File: src/rtl/picomips_pkg.sv
// Shared opcode/state encodings and instruction field positions for the picoMips core.
package picomips_pkg;

    typedef enum logic [2:0] {
        OpJmp  = 3'd0,
        OpLin  = 3'd1,
        OpMuli = 3'd2,
        OpAtr  = 3'd3,
        OpRta  = 3'd4,
        OpAdd  = 3'd5,
        OpAddi = 3'd6,
        OpOut  = 3'd7
    } op_t;

    typedef enum logic [1:0] {
        StFetch,
        StExec,
        StOutWait
    } state_t;

    localparam int unsigned OpMsb   = 7;
    localparam int unsigned OpLsb   = 5;
    localparam int unsigned OpndMsb = 4;
    localparam int unsigned OpndLsb = 0;
    localparam int unsigned OpndW   = OpndMsb - OpndLsb + 1;

endpackage

File: src/rtl/picomips_if.sv
// Program-memory and stream signals between the core (master) and its environment (slave).
interface picomips_if #(
    parameter int unsigned DATA_W = 8,
    parameter int unsigned PC_W   = 5
);
    logic [PC_W-1:0]   instr_addr;
    logic [7:0]        instr_data;
    logic [DATA_W-1:0] in_data;
    logic              in_valid;
    logic              in_ready;
    logic [DATA_W-1:0] out_data;
    logic              out_valid;
    logic              out_ready;
    logic [DATA_W-1:0] acc_out;

    modport master (
        output instr_addr, in_ready, out_data, out_valid, acc_out,
        input  instr_data, in_data, in_valid, out_ready
    );

    modport slave (
        input  instr_addr, in_ready, out_data, out_valid, acc_out,
        output instr_data, in_data, in_valid, out_ready
    );
endinterface

File: src/rtl/picomips_alu.sv
// Combinational accumulator ALU: fixed-point MULI, ADD/ADDI with optional saturation, RTA pass.
module picomips_alu
    import picomips_pkg::*;
#(
    parameter int unsigned DATA_W = 8,
    parameter int unsigned FRAC_W = 3,
    parameter int unsigned SAT    = 0
) (
    input  op_t                      i_op,
    input  logic signed [DATA_W-1:0] i_acc,
    input  logic signed [DATA_W-1:0] i_operand,
    output logic signed [DATA_W-1:0] o_result
);
    localparam int unsigned W2 = 2 * DATA_W;
    localparam logic signed [W2-1:0] MaxV = {{(DATA_W + 1){1'b0}}, {(DATA_W - 1){1'b1}}};
    localparam logic signed [W2-1:0] MinV = {{(DATA_W + 1){1'b1}}, {(DATA_W - 1){1'b0}}};

    logic signed [DATA_W:0] w_sum;
    logic signed [W2-1:0]   w_prod;
    logic signed [W2-1:0]   w_shifted;

    // Clamp to the DATA_W signed range when saturating, otherwise keep the low bits.
    function automatic logic signed [DATA_W-1:0] fit(input logic signed [W2-1:0] v);
        if (SAT != 0) begin
            if (v > MaxV) return MaxV[DATA_W-1:0];
            if (v < MinV) return MinV[DATA_W-1:0];
        end
        return v[DATA_W-1:0];
    endfunction

    assign w_sum     = {i_acc[DATA_W-1], i_acc} + {i_operand[DATA_W-1], i_operand};
    assign w_prod    = $signed({{DATA_W{i_acc[DATA_W-1]}}, i_acc})
                     * $signed({{DATA_W{i_operand[DATA_W-1]}}, i_operand});
    assign w_shifted = w_prod >>> FRAC_W;

    always_comb begin
        o_result = i_acc;
        case (i_op)
            OpMuli:        o_result = fit(w_shifted);
            OpRta:         o_result = i_operand;
            OpAdd, OpAddi: o_result = fit(W2'(w_sum));
            default:       o_result = i_acc;
        endcase
    end
endmodule

File: src/rtl/picomips_core.sv
// Accumulator core: FETCH/EXEC/OUT_WAIT sequencer, pc, acc, register file and stream ports.
module picomips_core
    import picomips_pkg::*;
#(
    parameter int unsigned DATA_W = 8,
    parameter int unsigned NREGS  = 2,
    parameter int unsigned PC_W   = 5,
    parameter int unsigned FRAC_W = 3,
    parameter int unsigned SAT    = 0
) (
    input logic        i_clk,
    input logic        i_rst_n,
    picomips_if.master bus
);
    localparam int unsigned RegAw = $clog2(NREGS);

    state_t                   r_state, w_state_next;
    logic [PC_W-1:0]          r_pc, w_pc_next, w_pc_inc;
    logic signed [DATA_W-1:0] r_acc, w_acc_next;
    logic [DATA_W-1:0]        r_regs [NREGS];
    logic [DATA_W-1:0]        r_out_data;
    logic                     r_out_valid;

    op_t                      w_op;
    logic [OpndW-1:0]         w_opnd;
    logic [RegAw-1:0]         w_ra;
    logic signed [DATA_W-1:0] w_imm, w_reg_rd, w_alu_b, w_alu_res;
    logic                     w_reg_we, w_in_ready, w_out_load, w_out_done;

    assign w_op     = op_t'(bus.instr_data[OpMsb:OpLsb]);
    assign w_opnd   = bus.instr_data[OpndMsb:OpndLsb];
    assign w_ra     = bus.instr_data[RegAw-1:0];
    // Sign-extended operand doubled: the low bit is always zero.
    assign w_imm    = {{(DATA_W - OpndW){w_opnd[OpndMsb]}}, w_opnd[OpndMsb-1:0], 1'b0};
    assign w_reg_rd = r_regs[w_ra];
    assign w_alu_b  = (w_op == OpMuli || w_op == OpAddi) ? w_imm : w_reg_rd;
    assign w_pc_inc = r_pc + PC_W'(1);

    picomips_alu #(
        .DATA_W (DATA_W),
        .FRAC_W (FRAC_W),
        .SAT    (SAT)
    ) u_alu (
        .i_op      (w_op),
        .i_acc     (r_acc),
        .i_operand (w_alu_b),
        .o_result  (w_alu_res)
    );

    always_comb begin
        w_state_next = r_state;
        w_pc_next    = r_pc;
        w_acc_next   = r_acc;
        w_reg_we     = 1'b0;
        w_in_ready   = 1'b0;
        w_out_load   = 1'b0;
        w_out_done   = 1'b0;
        unique case (r_state)
            StFetch: w_state_next = StExec;
            StExec: begin
                w_pc_next    = w_pc_inc;
                w_state_next = StFetch;
                case (w_op)
                    OpJmp: w_pc_next = PC_W'(w_opnd);
                    OpLin: begin
                        w_in_ready = 1'b1;
                        if (bus.in_valid) begin
                            w_acc_next = bus.in_data;
                        end else begin
                            w_pc_next    = r_pc;
                            w_state_next = StExec;
                        end
                    end
                    OpAtr: w_reg_we = 1'b1;
                    OpOut: begin
                        w_out_load   = 1'b1;
                        w_pc_next    = r_pc;
                        w_state_next = StOutWait;
                    end
                    default: w_acc_next = w_alu_res;
                endcase
            end
            StOutWait: begin
                if (bus.out_ready) begin
                    w_out_done   = 1'b1;
                    w_pc_next    = w_pc_inc;
                    w_state_next = StFetch;
                end
            end
            default: w_state_next = StFetch;
        endcase
    end

    // pc doubles as the registered instruction address, so the ROM reads during FETCH.
    always_ff @(posedge i_clk or negedge i_rst_n) begin
        if (!i_rst_n) begin
            r_state     <= StFetch;
            r_pc        <= '0;
            r_acc       <= '0;
            r_out_data  <= '0;
            r_out_valid <= 1'b0;
        end else begin
            r_state <= w_state_next;
            r_pc    <= w_pc_next;
            r_acc   <= w_acc_next;
            if (w_out_load) begin
                r_out_data  <= r_acc;
                r_out_valid <= 1'b1;
            end else if (w_out_done) begin
                r_out_valid <= 1'b0;
            end
        end
    end

    always_ff @(posedge i_clk or negedge i_rst_n) begin
        if (!i_rst_n) begin
            for (int i = 0; i < NREGS; i++) r_regs[i] <= '0;
        end else if (w_reg_we) begin
            r_regs[w_ra] <= r_acc;
        end
    end

    assign bus.instr_addr = r_pc;
    assign bus.in_ready   = w_in_ready;
    assign bus.out_data   = r_out_data;
    assign bus.out_valid  = r_out_valid;
    assign bus.acc_out    = r_acc;
endmodule

File: src/flat_wrapper.sv
// flat-port wrapper written by rule: the top's interface ports become plain ports
module picomips_core_flat import picomips_pkg::*;
#(
    parameter int unsigned DATA_W = 8,
    parameter int unsigned NREGS  = 2,
    parameter int unsigned PC_W   = 5,
    parameter int unsigned FRAC_W = 3,
    parameter int unsigned SAT    = 0
)
  (i_clk, i_rst_n, bus_instr_addr, bus_in_ready, bus_out_data, bus_out_valid, bus_acc_out, bus_instr_data, bus_in_data, bus_in_valid, bus_out_ready);
  picomips_if #(.DATA_W(DATA_W), .PC_W(PC_W)) bus_i ();
  input logic i_clk;
  input logic i_rst_n;
  output wire logic [$bits(bus_i.instr_addr)-1:0] bus_instr_addr;
  output wire logic [$bits(bus_i.in_ready)-1:0] bus_in_ready;
  output wire logic [$bits(bus_i.out_data)-1:0] bus_out_data;
  output wire logic [$bits(bus_i.out_valid)-1:0] bus_out_valid;
  output wire logic [$bits(bus_i.acc_out)-1:0] bus_acc_out;
  input wire logic [$bits(bus_i.instr_data)-1:0] bus_instr_data;
  input wire logic [$bits(bus_i.in_data)-1:0] bus_in_data;
  input wire logic [$bits(bus_i.in_valid)-1:0] bus_in_valid;
  input wire logic [$bits(bus_i.out_ready)-1:0] bus_out_ready;
  assign bus_instr_addr = bus_i.instr_addr;
  assign bus_in_ready = bus_i.in_ready;
  assign bus_out_data = bus_i.out_data;
  assign bus_out_valid = bus_i.out_valid;
  assign bus_acc_out = bus_i.acc_out;
  assign bus_i.instr_data = bus_instr_data;
  assign bus_i.in_data = bus_in_data;
  assign bus_i.in_valid = bus_in_valid;
  assign bus_i.out_ready = bus_out_ready;
  picomips_core #(.DATA_W(DATA_W), .NREGS(NREGS), .PC_W(PC_W), .FRAC_W(FRAC_W), .SAT(SAT)) u_core (.i_clk(i_clk), .i_rst_n(i_rst_n), .bus(bus_i));
endmodule
File: config.mk
export PLATFORM = sky130hd
export DESIGN_NAME = picomips_core_flat
export DESIGN_NICKNAME = d
export VERILOG_FILES = /design/src/rtl/picomips_pkg.sv /design/src/rtl/picomips_if.sv /design/src/rtl/picomips_alu.sv /design/src/rtl/picomips_core.sv /design/src/flat_wrapper.sv
export SDC_FILE = /design/constraint.sdc
export NUM_CORES = 1
export LEC_CHECK = 0
export ABC_CLOCK_PERIOD_IN_PS = 6000
export CORE_MARGIN = 2
export CORE_UTILIZATION = 60
export CTS_BUF_LIST = sky130_fd_sc_hd__clkbuf_4 sky130_fd_sc_hd__clkbuf_8
export DETAILED_ROUTE_END_ITERATION = 8
export GPL_TIMING_DRIVEN = 0
export PLACE_DENSITY = 0.84
export SKIP_CTS_REPAIR_TIMING = 1
export SLEW_MARGIN = 40
export SYNTH_ARGS = -nofsm -noshare
export SYNTH_HDL_FRONTEND = slang
export SYNTH_HIERARCHICAL = 1
export SYNTH_SLANG_ARGS = --single-unit
File: constraint.sdc
create_clock -name i_clk -period 6 [get_ports i_clk]
set_input_delay 0.9 -clock i_clk [delete_from_list [all_inputs] [get_ports i_clk]]
set_output_delay 0.9 -clock i_clk [all_outputs]
set_load 0.02 [all_outputs]
# Yosys cells after proc, flatten, opt, wreduce, memory -nomap -nowiden

Index checks and enable logic that the tools add are counted.

Bitwise logic cells: 2
Equal/unequal tests: 13
Order comparisons: 2
Multiply operators: 1
$add $sub $neg: 2
Reduce and logical (&&, ||, !) cells: 11
Mux-type cells: 28

Operator list:

| operator                                            | count |
|---|---|
| 2-to-1 mux 8 bit                                    | 6 |
| one-hot mux 8 bit (3 select lines)                  | 1 |
| bitwise mux 16 bit                                  | 1 |
| one-hot mux 8 bit (2 select lines)                  | 1 |
| one-hot mux 5 bit (3 select lines)                  | 1 |
| equality test 3 bit, second input constant          | 4 |
| multiplier 8 x 8 -> 11 bit                          | 1 |
| 2-to-1 mux 1 bit                                    | 11 |
| 2-to-1 mux 5 bit                                    | 2 |
| one-hot mux 5 bit (2 select lines)                  | 1 |
| adder 8 bit                                         | 1 |
| demux 8 bit (select 1 bit)                          | 1 |
| AND reduction 4 bit                                 | 2 |
| equality test 3 x 2 -> 1 bit, second input constant | 2 |
| != test 2 bit, second input constant                | 3 |
| one-hot mux 2 bit (3 select lines)                  | 1 |
| adder 5 x 1 -> 5 bit, second input constant         | 1 |
| one-hot mux 2 bit (2 select lines)                  | 1 |
| nonzero test 2 bit                                  | 2 |
| nonzero test 4 bit                                  | 1 |
| equality test 3 x 1 -> 1 bit, second input constant | 1 |
| zero test 3 bit                                     | 1 |
| != test 3 bit, second input constant                | 1 |
| OR reduction 3 bit                                  | 1 |
| other kinds (11)                                    | 11 |

Output and inout bits: 23
Input port bits: 20
Word-level logic and storage cells: 66
Register bits after elaboration: 40

# Longest topological paths before layout

Gate-level depths: netlist of run 1.

Depth in word-level cells: 8
Gate-level depth with buffers: 26
Gate-level depth less buffers: 23

# By module

The synthesis of run 1 kept the hierarchy.

Modules (own cells, without submodules):

| module        | cells each | area each (µm²) | times used | seq. area each (µm²) |
|---|---|---|---|---|
| picomips_alu  | 285        | 2277.2          | 1          | 0.0 |
| picomips_core | 155        | 1964.4          | 1          | 1001.0 |

# Worst setup path after synthesis of run 1

OpenSTA, ideal clock, no wires.

Path kind: input port to flip-flop
Start: in bus_instr_data[0]
End: reg u_core.r_acc[7], in the netlist u_core/bus.acc_out[7]
Buffers on the path: 1
Data required time: 5.875 ns
Setup time: 0.125 ns
Stages on the path: 19
Path slack: 0.196 ns
Arrival: 5.679 ns
Cell sequence: buf_1 mux2i_1 a21oi_1 or2b_1 fa_1 fa_1 inv_1 fa_1 inv_1 fa_1 inv_1 ha_1 o21ai_0 o21bai_1 a21oi_1 xnor2_1 a221oi_2 mux2_2 mux2_2

Word-level cells in the longest chain between the ends: 8
Elaborated cells on any way between the ends: 9
Those cells by class: 1 x add/sub; 1 x mul; 6 x mux; 1 x bitwise

RTL lines:

| item                                                             | line                                   | RTL |
|---|---|---|
| from (decl)                                                      | flat_wrapper.sv:19                     | `input wire logic [$bits(bus_i.instr_data)-1:0] bus_instr_data;` |
| NOT 1 -> 2 bit (implied by the code) (*)                         | picomips_core.sv:35                    | `assign w_reg_rd = r_regs[w_ra];` |
| 2-to-1 mux 8 bit (implied by the code) (*) (3 in a row)          | picomips_core.sv:35                    |  |
| 2-to-1 mux 8 bit (*)                                             | picomips_core.sv:36                    | `assign w_alu_b = (w_op == OpMuli \|\| w_op == OpAddi) ? w_imm : w_reg_rd;` |
| via u_core.w_alu_b[7]                                            | picomips_core.sv:27                    | `logic signed [DATA_W-1:0] w_imm, w_reg_rd, w_alu_b, w_alu_res;` |
| multiplier 8 x 8 -> 11 bit / adder 8 bit (equally long branches) | picomips_alu.sv:33, picomips_alu.sv:31 |  |
| one-hot mux 8 bit (3 select lines) (*)                           | picomips_alu.sv:38                     | `case (i_op)` |
| via u_core.w_alu_res[7]                                          | picomips_core.sv:27                    |  |
| one-hot mux 8 bit (2 select lines) (*)                           | picomips_core.sv:63                    | `case (w_op)` |
| to (signal assigned)                                             | picomips_core.sv:105                   | `r_acc <= w_acc_next;` |
| to (decl)                                                        | picomips_core.sv:19                    | `logic signed [DATA_W-1:0] r_acc, w_acc_next;` |

Mark *: on every way through the listed nets, which the timed path passes. The rest lies on a longest branch. The select of a mux whose other input is x is not followed.
A chain may end at the register's enable or synchronous reset.

# Worst setup path in the final report of run 1

Start: in bus_instr_data[5]
End: reg u_core.r_acc[7], in the netlist u_core/bus.acc_out[7]

Word-level cells in the longest chain between the ends: 6
Elaborated cells on any way between the ends: 20
Those cells by class: 1 x add/sub; 1 x mul; 8 x eq/ne; 3 x mux; 1 x bitwise; 6 x reduce/logical

RTL lines:

| item                                                                       | line |
|---|---|
| equality test 3 x 2 -> 1 bit / equality test 3 bit (equally long branches) | picomips_core.sv:36 |
| logical OR 1 bit (*)                                                       | picomips_core.sv:36 |
| 2-to-1 mux 8 bit (*)                                                       | picomips_core.sv:36 |
| via u_core.w_alu_b[7]                                                      | picomips_core.sv:27 |
| multiplier 8 x 8 -> 11 bit / adder 8 bit (equally long branches)           | picomips_alu.sv:33, picomips_alu.sv:31 |
| one-hot mux 8 bit (3 select lines) (*)                                     | picomips_alu.sv:38 |
| via u_core.w_alu_res[7]                                                    | picomips_core.sv:27 |
| one-hot mux 8 bit (2 select lines) (*)                                     | picomips_core.sv:63 |

Mark *: on every way through the listed nets, which the timed path passes. The rest lies on a longest branch.

==> results of run 1 <==
[flip-flops by register name, indices dropped and copies added (netlist names)]
name and flops:
u_core/bus.acc_out 8, u_core/bus.instr_addr 5, u_core/r_state 2, u_core/r_regs 16, u_core/bus.out_data 8, u_core/bus.out_valid 1
[cell usage after synthesis (all sizes together), types with 7 or more instances]
cell type	count	share of area [%]
inv	61	5.4
mux2	40	11
dfrtp	40	24
and2	33	4.9
xor2	7	1.4
fa	32	15
xnor2	12	2.7
o21ai	17	2.0
nor2	14	1.2
buf	7	1.2
ha	29	8.6
nand2	29	2.6
nand2b	10	1.5
a21oi	22	2.6
mux2i	13	3.1
[stage by stage]
| stage | setup TNS (ns) | utilization [%] | worst slack [ns] |
|---|---|---|---|
| finish | 0 | 72.5 | 0.235 |
| global route | 0 | 72.5 | 0.0408 |
| CTS | -3.52 | 71.5 | -0.781 |
| detailed placement | -5.37 | 69.9 | -1.08 |
| global placement | -8.12 | 69.9 | -1.50 |
| floorplan | 0 | - | 0.196 |
[worst reg2reg max path, delay by kind of cell (launching register included)]
family          cells  cell delay, ns
compound gates      4            0.55
xor+xnor            1            0.17
fa+ha+maj           5            2.24
buf+inv             5            0.43
flops               1            0.41
mux                 3            0.66
simple gates        2            0.42
[path summary, 6_finish.rpt]
check | endpoint | slack (ns)
worst max-delay path | u_core/bus.acc_out[7] | 0.23
worst min-delay path | u_core/bus.out_valid | 0.50
worst max register to register | u_core/bus.acc_out[7] | 0.99
worst min register to register | u_core/bus.out_valid | 0.50
max in group asynchronous | u_core/bus.out_data[5] | 5.08
min in group asynchronous | u_core/bus.instr_addr[1] | 0.56
[metal layers]
| layer | up-vias | global-route usage [%] | part of all wire (%) |
|---|---|---|---|
| met1 | 1689 | 36.4 | 40 |
| met5 | - | 0 | 0 |
| met2 | 131 | 48.0 | 51 |
| li1 | 1590 | - | - |
| met4 | 0 | 10.5 | 2.6 |
| met3 | 32 | 3.30 | 6.4 |
[kinds of logic after synthesis]
logic type | share of synthesized area (%)
flip-flops | 23.6
AO/OA/AOI/OAI | 11.1
XOR/XNOR | 4.63
adder cells (fa/ha/maj) | 23.7
AND/OR/NAND/NOR | 16.5
multiplexers | 13.7
buffers and inverters | 6.81
[final cells by class]
cell class	count	area, um2	share of cell area (%)
Buffer	10	72.6	1.47
Tap cell	96	120	2.43
Clock buffer	5	68.8	1.39
Clock inverter	3	42.5	0.859
Timing Repair Buffer	41	405	8.19
Multi-Input combinational cell	329	3010	60.8
Inverter	61	229	4.62
Sequential cell	40	1000	20.2
[layout by cell type (no fill, tap or decap), types with 3 or more instances in the layout]
master / synthesis / final
fa_1: 32 / 32
buf_2: 3 / 3
xnor2_1: 11 / 11
nand4_1: 5 / 5
buf_4: 1 / 3
o22ai_1: 3 / 3
o21ai_2: 0 / 3
nand3_1: 5 / 5
a21oi_2: 0 / 3
dfrtp_1: 40 / 40
a31oi_1: 5 / 5
and2_1: 33 / 33
mux2i_1: 13 / 13
inv_1: 61 / 61
ha_1: 29 / 29
mux2_2: 40 / 40
buf_6: 2 / 3
xor2_1: 7 / 7
nor2b_1: 3 / 3
clkdlybuf4s50_1: 0 / 38
nand2_1: 29 / 29
clkbuf_8: 0 / 5
o21ai_0: 17 / 12
nor2_1: 14 / 13
a21o_1: 4 / 4
nor3_1: 5 / 4
nand2b_1: 9 / 8
a21oi_1: 22 / 18
==> impl_metrics.env, run 1 <==
export IMPL_synth_area_um2=4240
export IMPL_min_path_type="reg -> reg"
export IMPL_yosysUniqueCellTypes=59
export IMPL_ys_seq_area_share_pct=23.6
export IMPL_slew_viol_final=0
export IMPL_synthToLayoutAreaGrowth_pct=16.7
export IMPL_async_flop_share_pct=100
export IMPL_hold_violations=0
export IMPL_ios=43
export IMPL_synth_fp_nets=521
export IMPL_cts_sinks=40
export IMPL_cts_tree="done"
export IMPL_path_buf_inv=4
export IMPL_min_from="u_core/bus.out_valid"
export IMPL_synth_warnings=6
export IMPL_io_buffer_count=41
export IMPL_grt_first_pass_wirelength_um=16600
export IMPL_fmaxAchievable_ghz=0.173
export IMPL_regToRegStartpoint="u_core/r_regs[2]"
export IMPL_drt_vias_per_instance=5.88
export IMPL_dieArea_um2=7760
export IMPL_max_cap_violations=0
export IMPL_finalNetCount=569
export IMPL_grt_pass1_vias=3428
export IMPL_finClkSkew_ns=0.00823
export IMPL_grt_use_total_pct=27.9
export IMPL_numCtsBuffers=5
export IMPL_endpoint_kind="register"
export IMPL_htree_levels=2
export IMPL_synth_cells=440
export IMPL_dp_hpwl_um=7530
export IMPL_holdPathStages=2
export IMPL_nFillCells=513
export IMPL_cts_clk_slew_worst_paths_ns=0.08
export IMPL_routed_wl_um=10100
export IMPL_num_rows=30
export IMPL_synth_ff_type="dfrtp_1"
export IMPL_vias=3442
export IMPL_cts_buffer_depth=2
export IMPL_initial_utilization_pct=62.1
export IMPL_final_cells=585
export IMPL_grt_setup_unrepaired="no"
export IMPL_status="complete, no violations"
export IMPL_critPathMaxStageDelay_ns=0.55
export IMPL_drt_iter0_drc=239
export IMPL_r2r_cells=20
export IMPL_dr_pass1_iters=5
export IMPL_slew_headroom_pct=57.5
export IMPL_finalCritPeriodShare_pct=96.1
export IMPL_path_delay_family="adder cells"
export IMPL_ys_seq_elements=40
export IMPL_route_detailed_drc=0
export IMPL_path_max_fanout=12
export IMPL_die_w_um=88.1
export IMPL_dpl_cell_count=577
export IMPL_antenna_found_initial=0
export IMPL_overflow=0
export IMPL_die_height_um=88.1
export IMPL_synth_avg_cell_area_um2=9.64
export IMPL_finalCriticalPeriod_ns=5.77
export IMPL_crit_chain="clkbuf_2 -> nand2b_2 -> nor2_1 -> a21oi_4 -> or2b_1 -> fa_1 -> fa_1 -> inv_1 -> fa_1 -> inv_1 -> fa_1 -> inv_1 -> ha_1 -> nor3_2 -> o21bai_1 -> a21oi_2 -> xnor2_1 -> a221oi_2 -> mux2_2 -> mux2_2"
export IMPL_cp_startpoint="bus_instr_data[5]"
export IMPL_dpl_cell_area_um2=4770
export IMPL_hold_ws_ns=0.500
export IMPL_cp_start_kind="input port"
export IMPL_cp_required_ns=6.18
export IMPL_core_area_um2=6830
export IMPL_worst_pin_slew_ns=0.637
export IMPL_critPathKind="in -> reg"
export IMPL_drive_above_1_share_pct=16.4
export IMPL_synth_edf_count=0
export IMPL_cp_depth=20
export IMPL_place_gp_congestion=0.906
export IMPL_clock_latency_ns=0.29
export IMPL_fin_area_um2=4950
export IMPL_detail_route_antenna_nets=0
export IMPL_cts_root_buf="clkbuf_8"
export IMPL_n_antenna_cell=0
export IMPL_setup_violations=0
export IMPL_cp_data_arrival_time_ns=5.95
export IMPL_crit_slowest_cell="fa_1"
export IMPL_grt_max_degree=41
export IMPL_wl_per_cell_um=17.3
export IMPL_cpMostUsedCell="fa_1"
Power of run 1 is not shown: default switching activity piles up to over one toggle a cycle in this logic, so the estimate is an artifact.
==> run 2, diff against run 1 <==
ABC_CLOCK_PERIOD_IN_PS = unset   (was 6000)
==> results of run 2 <==
Final layout, timing and power as in run 1 (identical DEF).
Power of run 2 is left out for the same reason.
==> run 3, diff against run 2 <==
HOLD_SLACK_MARGIN = 0.03   (was unset)
MAX_ROUTING_LAYER = met4   (was unset)
==> run 3 against run 2 <==
Die area is the same. Utilization is 1.1 points higher. Clock-buffer cell count is the same. Register-to-register slack lost 0.04 ns. Critical path depth fell by 1. Cell area increased by 1.5%. Sequential share of layout area fell by 0.30 points. First-iteration DRC count rose by 10%. Fmax down 1.0%.
==> impl_metrics.env, run 3 (synthesized netlist as in run 1, its figures left out) <==
export IMPL_status="complete, no violations"
export IMPL_min_path_type="reg -> reg"
export IMPL_dr_pass1_iters=6
export IMPL_seq_area_um2=1000
export IMPL_clock_latency_ns=0.29
export IMPL_multi_input_area_um2=3010
export IMPL_cts_tree="done"
export IMPL_core_area_um2=6830
export IMPL_endpoint_kind="register"
export IMPL_vias=3455
export IMPL_finalCriticalPeriod_ns=5.83
export IMPL_cp_start_kind="input port"
export IMPL_htree_levels=2
export IMPL_detail_route_antenna_nets=0
export IMPL_cts_clk_slew_worst_paths_ns=0.08
export IMPL_grt_use_total_pct=28.1
export IMPL_n_antenna_cell=0
export IMPL_numCtsBuffers=5
export IMPL_antenna_found_initial=0
export IMPL_r2r_slack_ns=0.95
export IMPL_cts_root_buf="clkbuf_8"
export IMPL_largest_register="u_core/r_regs"
export IMPL_fmaxAchievable_ghz=0.172
export IMPL_finalCritPeriodShare_pct=97.1
export IMPL_postLayoutCoreUtil_pct=73.6
export IMPL_worst_pin_slew_ns=0.683
export IMPL_fin_area_um2=5020
export IMPL_hold_violations=0
export IMPL_cp_required_ns=6.17
export IMPL_synthToLayoutAreaGrowth_pct=18.5
export IMPL_slew_viol_final=0
export IMPL_overflow=0
export IMPL_final_cell_mix="inv_1 (61), mux2_2 (40), dfrtp_1 (40)"
export IMPL_dpl_cell_area_um2=4770
export IMPL_place_gp_congestion=0.926
export IMPL_final_common_cell="inv_1"
export IMPL_grt_first_pass_wirelength_um=16200
export IMPL_largest_register_ff_count=16
export IMPL_die_w_um=88.1
export IMPL_cp_data_arrival_time_ns=6.00
export IMPL_critPathKind="in -> reg"
export IMPL_initial_utilization_pct=62.1
export IMPL_ios=43
export IMPL_routed_wl_um=10100
export IMPL_grt_setup_unrepaired="no"
export IMPL_dieArea_um2=7760
export IMPL_path_max_fanout=5
export IMPL_die_height_um=88.1
export IMPL_nFillCells=491
export IMPL_grt_pass1_vias=3417
export IMPL_slew_headroom_pct=54.4
export IMPL_wl_per_cell_um=17.1
export IMPL_drt_vias_per_instance=5.87
export IMPL_drive_above_1_share_pct=16.8
export IMPL_io_buffer_count=41
export IMPL_num_rows=30
export IMPL_tns_ns=0
export IMPL_dp_hpwl_um=7250
export IMPL_grt_max_degree=41
export IMPL_setup_violations=0
export IMPL_drt_iter0_drc=264
export IMPL_finClkSkew_ns=0.00467
export IMPL_finalNetCount=573
export IMPL_cts_buffer_depth=2
export IMPL_max_cap_violations=0
export IMPL_cts_sinks=40
export IMPL_route_detailed_drc=0
-- run 3: path summary, 6_finish.rpt --
path                              startpoint                     end  cells after the start
min in group asynchronous            i_rst_n   u_core/bus.acc_out[1]                      1
hold / removal              u_core/r_regs[4]        u_core/r_regs[4]                      1
max in group asynchronous            i_rst_n  u_core/bus.out_data[5]                      1
setup / recovery           bus_instr_data[4]   u_core/bus.acc_out[7]                     19
setup reg to reg            u_core/r_regs[7]   u_core/bus.acc_out[7]                     18
hold reg to reg             u_core/r_regs[4]        u_core/r_regs[4]                      1
-- run 3: critical path: stages --
cell and delay (ns):
clkdlybuf4s50_1 0.53, nor2_1 0.12, a21oi_2 0.26, or2b_1 0.28, fa_1 0.51, fa_1 0.55, inv_1 0.05, fa_1 0.53
inv_1 0.07, fa_1 0.53, inv_1 0.04, ha_1 0.33, o21ai_1 0.18, o21bai_1 0.12, a21oi_2 0.21, xnor2_1 0.17
a221oi_2 0.09, mux2_2 0.27, mux2_2 0.25
-- run 3: metal layers --
| metal | GRT usage [%] | vias up | part of all wire (%) |
|---|---|---|---|
| li1 | - | 1600 | - |
| met1 | 35.3 | 1696 | 40 |
| met2 | 46.6 | 126 | 51 |
| met3 | 2.92 | 33 | 5.5 |
| met4 | 11.3 | 0 | 3.1 |
| met5 | - | - | 0 |
-- run 3: layout make-up --
class,count,share of cell area (%)
Buffer,10,1.44
Clock buffer,5,1.37
Clock inverter,3,1.79
Inverter,61,4.56
Multi-Input combinational cell,329,59.9
Sequential cell,40,19.9
Tap cell,96,2.39
Timing Repair Buffer,45,8.67
-- run 3: per-stage QoR --
| stage | setup WS, ns | hold WS [ns] | std cells |
|---|---|---|---|
| 2_1_floorplan | 0.196 | 0.460 | 440 |
| 3_3_place_gp | -1.50 | 0.470 | 577 |
| 3_5_place_dp | -1.02 | 0.478 | 577 |
| 4_1_cts | -0.755 | 0.514 | 585 |
| 5_1_grt | 0.0245 | 0.529 | 589 |
| 6_report | 0.174 | 0.510 | 589 |
Power of run 3 is left out for the same reason.
